$ cat src/rtl/i2c_slave_pkg.sv
// Shared constants for the I2C register target: FSM state codes, default device
// address and bit-counter width.
package i2c_slave_pkg;

  localparam logic [7:0] DEV_ID_DEFAULT = 8'h34;
  localparam int unsigned BitCntW = 4;

  typedef logic [3:0] i2c_state_t;

  localparam i2c_state_t StIdle      = 4'd0;
  localparam i2c_state_t StDev       = 4'd1;
  localparam i2c_state_t StDevAck    = 4'd2;
  localparam i2c_state_t StReg       = 4'd3;
  localparam i2c_state_t StRegAck    = 4'd4;
  localparam i2c_state_t StWData     = 4'd5;
  localparam i2c_state_t StWDataAck  = 4'd6;
  localparam i2c_state_t StRData     = 4'd7;
  localparam i2c_state_t StRDataAck  = 4'd8;
  localparam i2c_state_t StWaitStop  = 4'd9;

endpackage

$ cat src/rtl/i2c_bus_sync.sv
// Synchronizes raw SCL/SDA into the system clock and derives SCL edges plus
// START/STOP conditions from the synchronized levels.
module i2c_bus_sync (
  input  logic clk_i,
  input  logic rst_i,
  input  logic scl_i,
  input  logic sda_i,
  output logic sda_o,
  output logic scl_rise_o,
  output logic scl_fall_o,
  output logic start_o,
  output logic stop_o
);

  logic [1:0] scl_sync_q, sda_sync_q;
  logic       scl_hist_q, sda_hist_q;

  // Reset to the idle-bus level so leaving reset never fakes an edge.
  always_ff @(posedge clk_i) begin
    if (rst_i) begin
      scl_sync_q <= 2'b11;
      sda_sync_q <= 2'b11;
      scl_hist_q <= 1'b1;
      sda_hist_q <= 1'b1;
    end else begin
      scl_sync_q <= {scl_sync_q[0], scl_i};
      sda_sync_q <= {sda_sync_q[0], sda_i};
      scl_hist_q <= scl_sync_q[1];
      sda_hist_q <= sda_sync_q[1];
    end
  end

  assign sda_o      = sda_sync_q[1];
  assign scl_rise_o = scl_sync_q[1] & ~scl_hist_q;
  assign scl_fall_o = ~scl_sync_q[1] & scl_hist_q;
  assign start_o    = scl_sync_q[1] & scl_hist_q & sda_hist_q & ~sda_sync_q[1];
  assign stop_o     = scl_sync_q[1] & scl_hist_q & ~sda_hist_q & sda_sync_q[1];

endmodule

$ cat src/rtl/i2c_slave_regs.sv
// I2C register target: device match, register pointer with auto-increment and
// write strobes. Define I2C_SLAVE_READ_EN to add the read (RDATA) path.
module i2c_slave_regs
  import i2c_slave_pkg::*;
#(
  parameter logic [7:0] DEV_ID = DEV_ID_DEFAULT
) (
  input  logic       Clk,
  input  logic       Rst,
  input  logic       i2c_sclk,
  input  logic       i2c_sdat_i,
  output logic       i2c_sdat_oe,
  output logic       reg_wr,
  output logic [7:0] reg_addr,
  output logic [7:0] reg_wdata,
  input  logic [7:0] reg_rdata,
  output logic       busy
);

  localparam logic [BitCntW-1:0] CntOne  = BitCntW'(1);
  localparam logic [BitCntW-1:0] CntByte = BitCntW'(8);
  localparam logic [BitCntW-1:0] CntAck  = BitCntW'(9);

  logic scl_rise, scl_fall, start, stop, sda_s;

  i2c_bus_sync u_sync (
    .clk_i      (Clk),
    .rst_i      (Rst),
    .scl_i      (i2c_sclk),
    .sda_i      (i2c_sdat_i),
    .sda_o      (sda_s),
    .scl_rise_o (scl_rise),
    .scl_fall_o (scl_fall),
    .start_o    (start),
    .stop_o     (stop)
  );

  i2c_state_t         state_q, state_d;
  logic [BitCntW-1:0] bit_cnt_q, bit_cnt_d;
  logic [7:0]         shift_q, shift_d;
  logic [7:0]         addr_q, addr_d;
  logic [7:0]         wdata_q, wdata_d;
  logic               oe_q, oe_d;
  logic               wr_q, wr_d;
  logic               busy_q, busy_d;

`ifndef I2C_SLAVE_READ_EN
  logic unused_rdata;
  assign unused_rdata = ^reg_rdata;
`endif

  always_comb begin
    state_d   = state_q;
    bit_cnt_d = bit_cnt_q;
    shift_d   = shift_q;
    addr_d    = addr_q;
    wdata_d   = wdata_q;
    oe_d      = oe_q;
    wr_d      = 1'b0;
    busy_d    = busy_q;
    if (stop) begin
      state_d   = StIdle;
      bit_cnt_d = '0;
      oe_d      = 1'b0;
      busy_d    = 1'b0;
    end else if (start) begin
      state_d   = StDev;
      bit_cnt_d = '0;
      oe_d      = 1'b0;
    end else if (scl_rise) begin
      case (state_q)
        StDev, StReg, StWData: begin
          shift_d   = {shift_q[6:0], sda_s};
          bit_cnt_d = bit_cnt_q + CntOne;
          if (state_q == StWData && bit_cnt_q == CntByte - CntOne) begin
            wdata_d = {shift_q[6:0], sda_s};
            wr_d    = 1'b1;
          end
        end
        StDevAck, StRegAck, StWDataAck: bit_cnt_d = bit_cnt_q + CntOne;
`ifdef I2C_SLAVE_READ_EN
        StRData: bit_cnt_d = bit_cnt_q + CntOne;
        StRDataAck: begin
          bit_cnt_d = bit_cnt_q + CntOne;
          // Master ACK advances the pointer now so reg_rdata settles before the reload.
          if (sda_s) state_d = StWaitStop;
          else       addr_d  = addr_q + 8'd1;
        end
`endif
        default: ;
      endcase
    end else if (scl_fall) begin
      case (state_q)
        StDev: if (bit_cnt_q == CntByte) begin
          if (shift_q[7:1] != DEV_ID[7:1]) begin
            state_d = StWaitStop;
            busy_d  = 1'b0;
          end
`ifndef I2C_SLAVE_READ_EN
          else if (shift_q[0]) begin
            state_d = StWaitStop;
            busy_d  = 1'b0;
          end
`endif
          else begin
            state_d = StDevAck;
            oe_d    = 1'b1;
            busy_d  = 1'b1;
          end
        end
        StDevAck: if (bit_cnt_q == CntAck) begin
          state_d   = StReg;
          bit_cnt_d = '0;
          oe_d      = 1'b0;
`ifdef I2C_SLAVE_READ_EN
          if (shift_q[0]) begin
            state_d = StRData;
            shift_d = reg_rdata;
            oe_d    = ~reg_rdata[7];
          end
`endif
        end
        StReg: if (bit_cnt_q == CntByte) begin
          state_d = StRegAck;
          addr_d  = shift_q;
          oe_d    = 1'b1;
        end
        StRegAck, StWDataAck: if (bit_cnt_q == CntAck) begin
          state_d   = StWData;
          bit_cnt_d = '0;
          oe_d      = 1'b0;
          if (state_q == StWDataAck) addr_d = addr_q + 8'd1;
        end
        StWData: if (bit_cnt_q == CntByte) begin
          state_d = StWDataAck;
          oe_d    = 1'b1;
        end
`ifdef I2C_SLAVE_READ_EN
        StRData: begin
          if (bit_cnt_q == CntByte) begin
            state_d = StRDataAck;
            oe_d    = 1'b0;
          end else if (bit_cnt_q != '0) begin
            shift_d = {shift_q[6:0], 1'b0};
            oe_d    = ~shift_q[6];
          end
        end
        StRDataAck: if (bit_cnt_q == CntAck) begin
          state_d   = StRData;
          bit_cnt_d = '0;
          shift_d   = reg_rdata;
          oe_d      = ~reg_rdata[7];
        end
`endif
        default: ;
      endcase
    end
  end

  always_ff @(posedge Clk) begin
    if (Rst) begin
      state_q   <= StIdle;
      bit_cnt_q <= '0;
      shift_q   <= '0;
      addr_q    <= '0;
      wdata_q   <= '0;
      oe_q      <= 1'b0;
      wr_q      <= 1'b0;
      busy_q    <= 1'b0;
    end else begin
      state_q   <= state_d;
      bit_cnt_q <= bit_cnt_d;
      shift_q   <= shift_d;
      addr_q    <= addr_d;
      wdata_q   <= wdata_d;
      oe_q      <= oe_d;
      wr_q      <= wr_d;
      busy_q    <= busy_d;
    end
  end

  assign i2c_sdat_oe = oe_q;
  assign reg_wr      = wr_q;
  assign reg_addr    = addr_q;
  assign reg_wdata   = wdata_q;
  assign busy        = busy_q;

endmodule

$ cat config.mk
export PLATFORM = sky130hd
export DESIGN_NAME = i2c_slave_regs
export DESIGN_NICKNAME = d
export VERILOG_FILES = /design/src/rtl/i2c_slave_pkg.sv /design/src/rtl/i2c_bus_sync.sv /design/src/rtl/i2c_slave_regs.sv
export SDC_FILE = /design/constraint.sdc
export NUM_CORES = 1
export LEC_CHECK = 0
export ABC_AREA = 1
export CAP_MARGIN = 20
export CORE_MARGIN = 3
export CORE_UTILIZATION = 41
export DETAILED_ROUTE_END_ITERATION = 8
export GPL_TIMING_DRIVEN = 0
export PLACE_DENSITY = 0.69
export RECOVER_POWER = 100
export SETUP_SLACK_MARGIN = 0.1
export SYNTH_ARGS = -nofsm -noshare
export SYNTH_HDL_FRONTEND = slang
export SYNTH_SLANG_ARGS = --single-unit
$ cat constraint.sdc
create_clock -name Clk -period 1.97 [get_ports Clk]
set_input_delay 0.591 -clock Clk [delete_from_list [all_inputs] [get_ports Clk]]
set_output_delay 0.591 -clock Clk [all_outputs]
set_load 0.02 [all_outputs]
==> summary.md <==
| Metric | Value |
|---|---|
| Status | `complete, no violations` |
| Post-DP HPWL | `3.60 mm` |
| Clock sinks | `41` |
| RSZ-0062 raised after global routing | `false` |
| Num CTS Buffers | `5` |
| Setup_tns | `0 ns` |
| Syn nets | `roughly 350` |
| Vias in the first global route | `1857` |
| Post-CTS Hold Buffers | `0` |
| FP Rows | `25` |
| Post-CTS Resized | `8` |
| Final worst path period share | `93.9%` |
| Count leader, synth | `nand2_1` |
| Count of pins over their slew limit | `0` |
| First DRT Iteration DRCs | `between 100 and 150` |
| Slowest CP cell | `dlygate4sd3_1` |
| Avg WL per Cell | `11.2 um` |
| Die ar. | `0.00624 mm^2` |
| Pwr/cell area | `686 mW/mm^2` |
| Crit path buf inv count | `1` |
| P&R area growth vs syn | `16.9%` |
| Core Area | `~0.0049 mm^2` |
| Max-cap violations | `0` |
| CTS tree | `done` |
| Area contributors post-synth | `dfxtp_1 38%, nand2_1 15%, nor2_1 7.6%` |
| Skew-Pair Late Insertion Delay | `0.30 ns` |
| Avg Cell Area, Syn | `6.66 um^2` |
| Max transition margin | `~68%` |
| Post-synth EDFFs | `0` |
| Detailed Route WL | `4.78 mm` |
| Die height | `around 79 um` |
| Synth top area share | `37.6%` |
| Leakage | `1.25 nW` |
| NumNets Final | `around 380` |
| First-pass GRT wire length | `about 8.4 mm` |
| GR Util All Layers | `about 17%` |
| Fin util | `51.7%` |
| Setup ws final | `0.119 ns` |
| Cell family with most CP delay | `buffers and inverters` |
| Max incr delay on CP | `0.66 ns` |
| Final ANT Viol Nets | `0` |
| Setup violators final | `0` |
| Final worst path period need | `1.85 ns` |
| Pre-CTS WS | `-0.0952 ns` |
| Worst setup SP type | `flop` |
| Largest net degree at the start of global routing | `15` |
| Synth Warn # | `0` |
| Congestion Overflow GR | `0` |
| Fraction of layout cells with a size suffix above 1 | `8.66%` |
| WP data required | `1.38 ns` |
| Fin. Hold Viols | `0` |
| Fmax | `approximately 0.54 GHz` |
| Starting Density | `between 40% and 50%` |
| Clock tree buffer depth | `2` |
| CTS H-Tree Depth | `2` |
| # port buffers | `22` |
| Fin area | `0.00255 mm^2` |
| Post-place instance area | `0.00249 mm^2` |
| Setup bufs post-CTS | `0` |
| DRC errors left | `0` |
| Vias | `2079` |
| Critical path class | `reg2out` |
| CTS root buffer | `clkbuf_8` |
| Dominant cell type by area after synthesis | `dfxtp_1` |
| Critical path capture point type | `output pin` |
| # diodes | `0` |
| Worst clock skew | `0.00538 ns` |
| Ys flop type | `dfxtp_1` |
| Async S/R FF share, synth | `0%` |
| Fill cells | `between 500 and 600` |
| Critical-path cell list | `dlygate4sd3_1` |
| Top Ports | `31` |
| Sequential fraction of the synthesis area | `between 30% and 40%` |
| Initial antenna violation count | `0` |
| Top cells by count, synth | `89 x nand2_1, 44 x nor2_1, 41 x dfxtp_1` |
| Via/cell ratio | `4.89` |
| Worst-margin pin slew | `0.486 ns` |
| Max FO, Critical Path | `1` |
| Worst hold path class | `reg2reg` |
| 1st-pass router iterations | `5` |
| VDD IR max | `between 0.3 and 0.4 mV` |
| CP arrival | `1.26 ns` |
| Post-Syn Area | `0.00219 mm^2` |
| GP Congestion | `roughly 0.85` |
| Netlist cell types | `25` |
| Clk slew on worst S/H paths | `~0.08 ns` |
| Yosys reg bits | `41` |
| Die Wd | `79.0 um` |
| Hold WS | `0.414 ns` |
| Mapped Cells | `between 300 and 400` |
## kinds of logic after synthesis
logic type / Yosys count / synth area share (%)
buf+inv: 45 / 7.96
fa+ha+maj: 7 / 4.01
simple gates: 183 / 38.0
flops: 41 / 37.6
compound gates: 51 / 12.1
xor+xnor: 1 / 0.401
## routing by layer
| metal | GRT usage (%) | part of all wire [%] |
|---|---|---|
| met5 | 0 | 0 |
| met3 | 3.63 | 3.8 |
| met1 | 22.6 | 51 |
| met2 | 26.9 | 44 |
| met4 | 4.64 | 1.2 |
## sequential cells by signal, indices dropped and copies added (netlist names)
signal             count
u_sync.sda_hist_q      1
u_sync.scl_hist_q      1
reg_wdata              8
reg_wr                 1
u_sync.sda_sync_q      2
shift_q                8
reg_addr               8
bit_cnt_q              4
i2c_sdat_oe            1
state_q                4
u_sync.scl_sync_q      2
busy                   1
## layout make-up
class	instances	area [um^2]	area share, %
tap	67	83.8	3.28
inverter	40	153	5.97
buffer	5	21.3	0.833
clock inverter	3	68.8	2.69
timing repair buffer	22	160	6.27
sequential	41	821	32.1
clock buffer	5	68.8	2.69
multi-input combinational	242	1180	46.1
## power breakdown
| group | internal (mW) | leakage [nW] | switching [mW] |
|---|---|---|---|
| Combinational | 0.0285 | 0.848 | 0.0570 |
| Sequential | 0.836 | 0.331 | 0.00697 |
| Clock | 0.510 | 0.0687 | 0.315 |
## placed cells by master (no fill, tap or decap), types with 4 or more instances in the layout
cell type | Yosys | layout
dlygate4sd2_1 | 0 | 8
nand4_1 | 6 | 6
inv_1 | 36 | 36
o21ai_1 | 5 | 5
clkbuf_1 | 3 | 11
a21oi_1 | 24 | 24
clkbuf_8 | 0 | 5
nand2_1 | 89 | 89
clkdlybuf4s50_1 | 0 | 4
or2_2 | 5 | 5
dfxtp_1 | 41 | 41
nand3_1 | 26 | 27
nor2_1 | 44 | 44
ha_1 | 7 | 7
o21ai_0 | 17 | 17
## worst reg2reg max path, cell delays in order (launching register included)
cell and delay (ns):
dfxtp_1 0.36, inv_1 0.05, ha_1 0.28, inv_1 0.18, nand2_1 0.07, inv_1 0.12, nand2_1 0.07, nor2_1 0.20
nand2_2 0.14, nand2_1 0.08, nand2_1 0.04, nor2_1 0.09
## worst paths after layout
path | endpoint | slack, ns | from | depth (start not counted)
worst min register to register | u_sync.scl_sync_q[1]$_SDFF_PP1_ | 0.41 | u_sync.scl_sync_q[0]$_SDFF_PP1_ | 1
worst max register to register | state_q[1]$_SDFFE_PP0P_ | 0.25 | u_sync.scl_hist_q$_SDFF_PP1_ | 11
worst min-delay path | u_sync.scl_sync_q[1]$_SDFF_PP1_ | 0.41 | u_sync.scl_sync_q[0]$_SDFF_PP1_ | 1
worst max-delay path | reg_wr | 0.12 | reg_wr$_SDFF_PP0_ | 1
## metrics by stage
stage,power (mW),std cells
4_1_cts,1.78,425
2_1_floorplan,0.924,328
3_3_place_gp,0.949,417
6_report,1.75,425
3_5_place_dp,0.950,417
5_1_grt,1.83,425
Note: power is estimated with default switching activity, not from simulation.
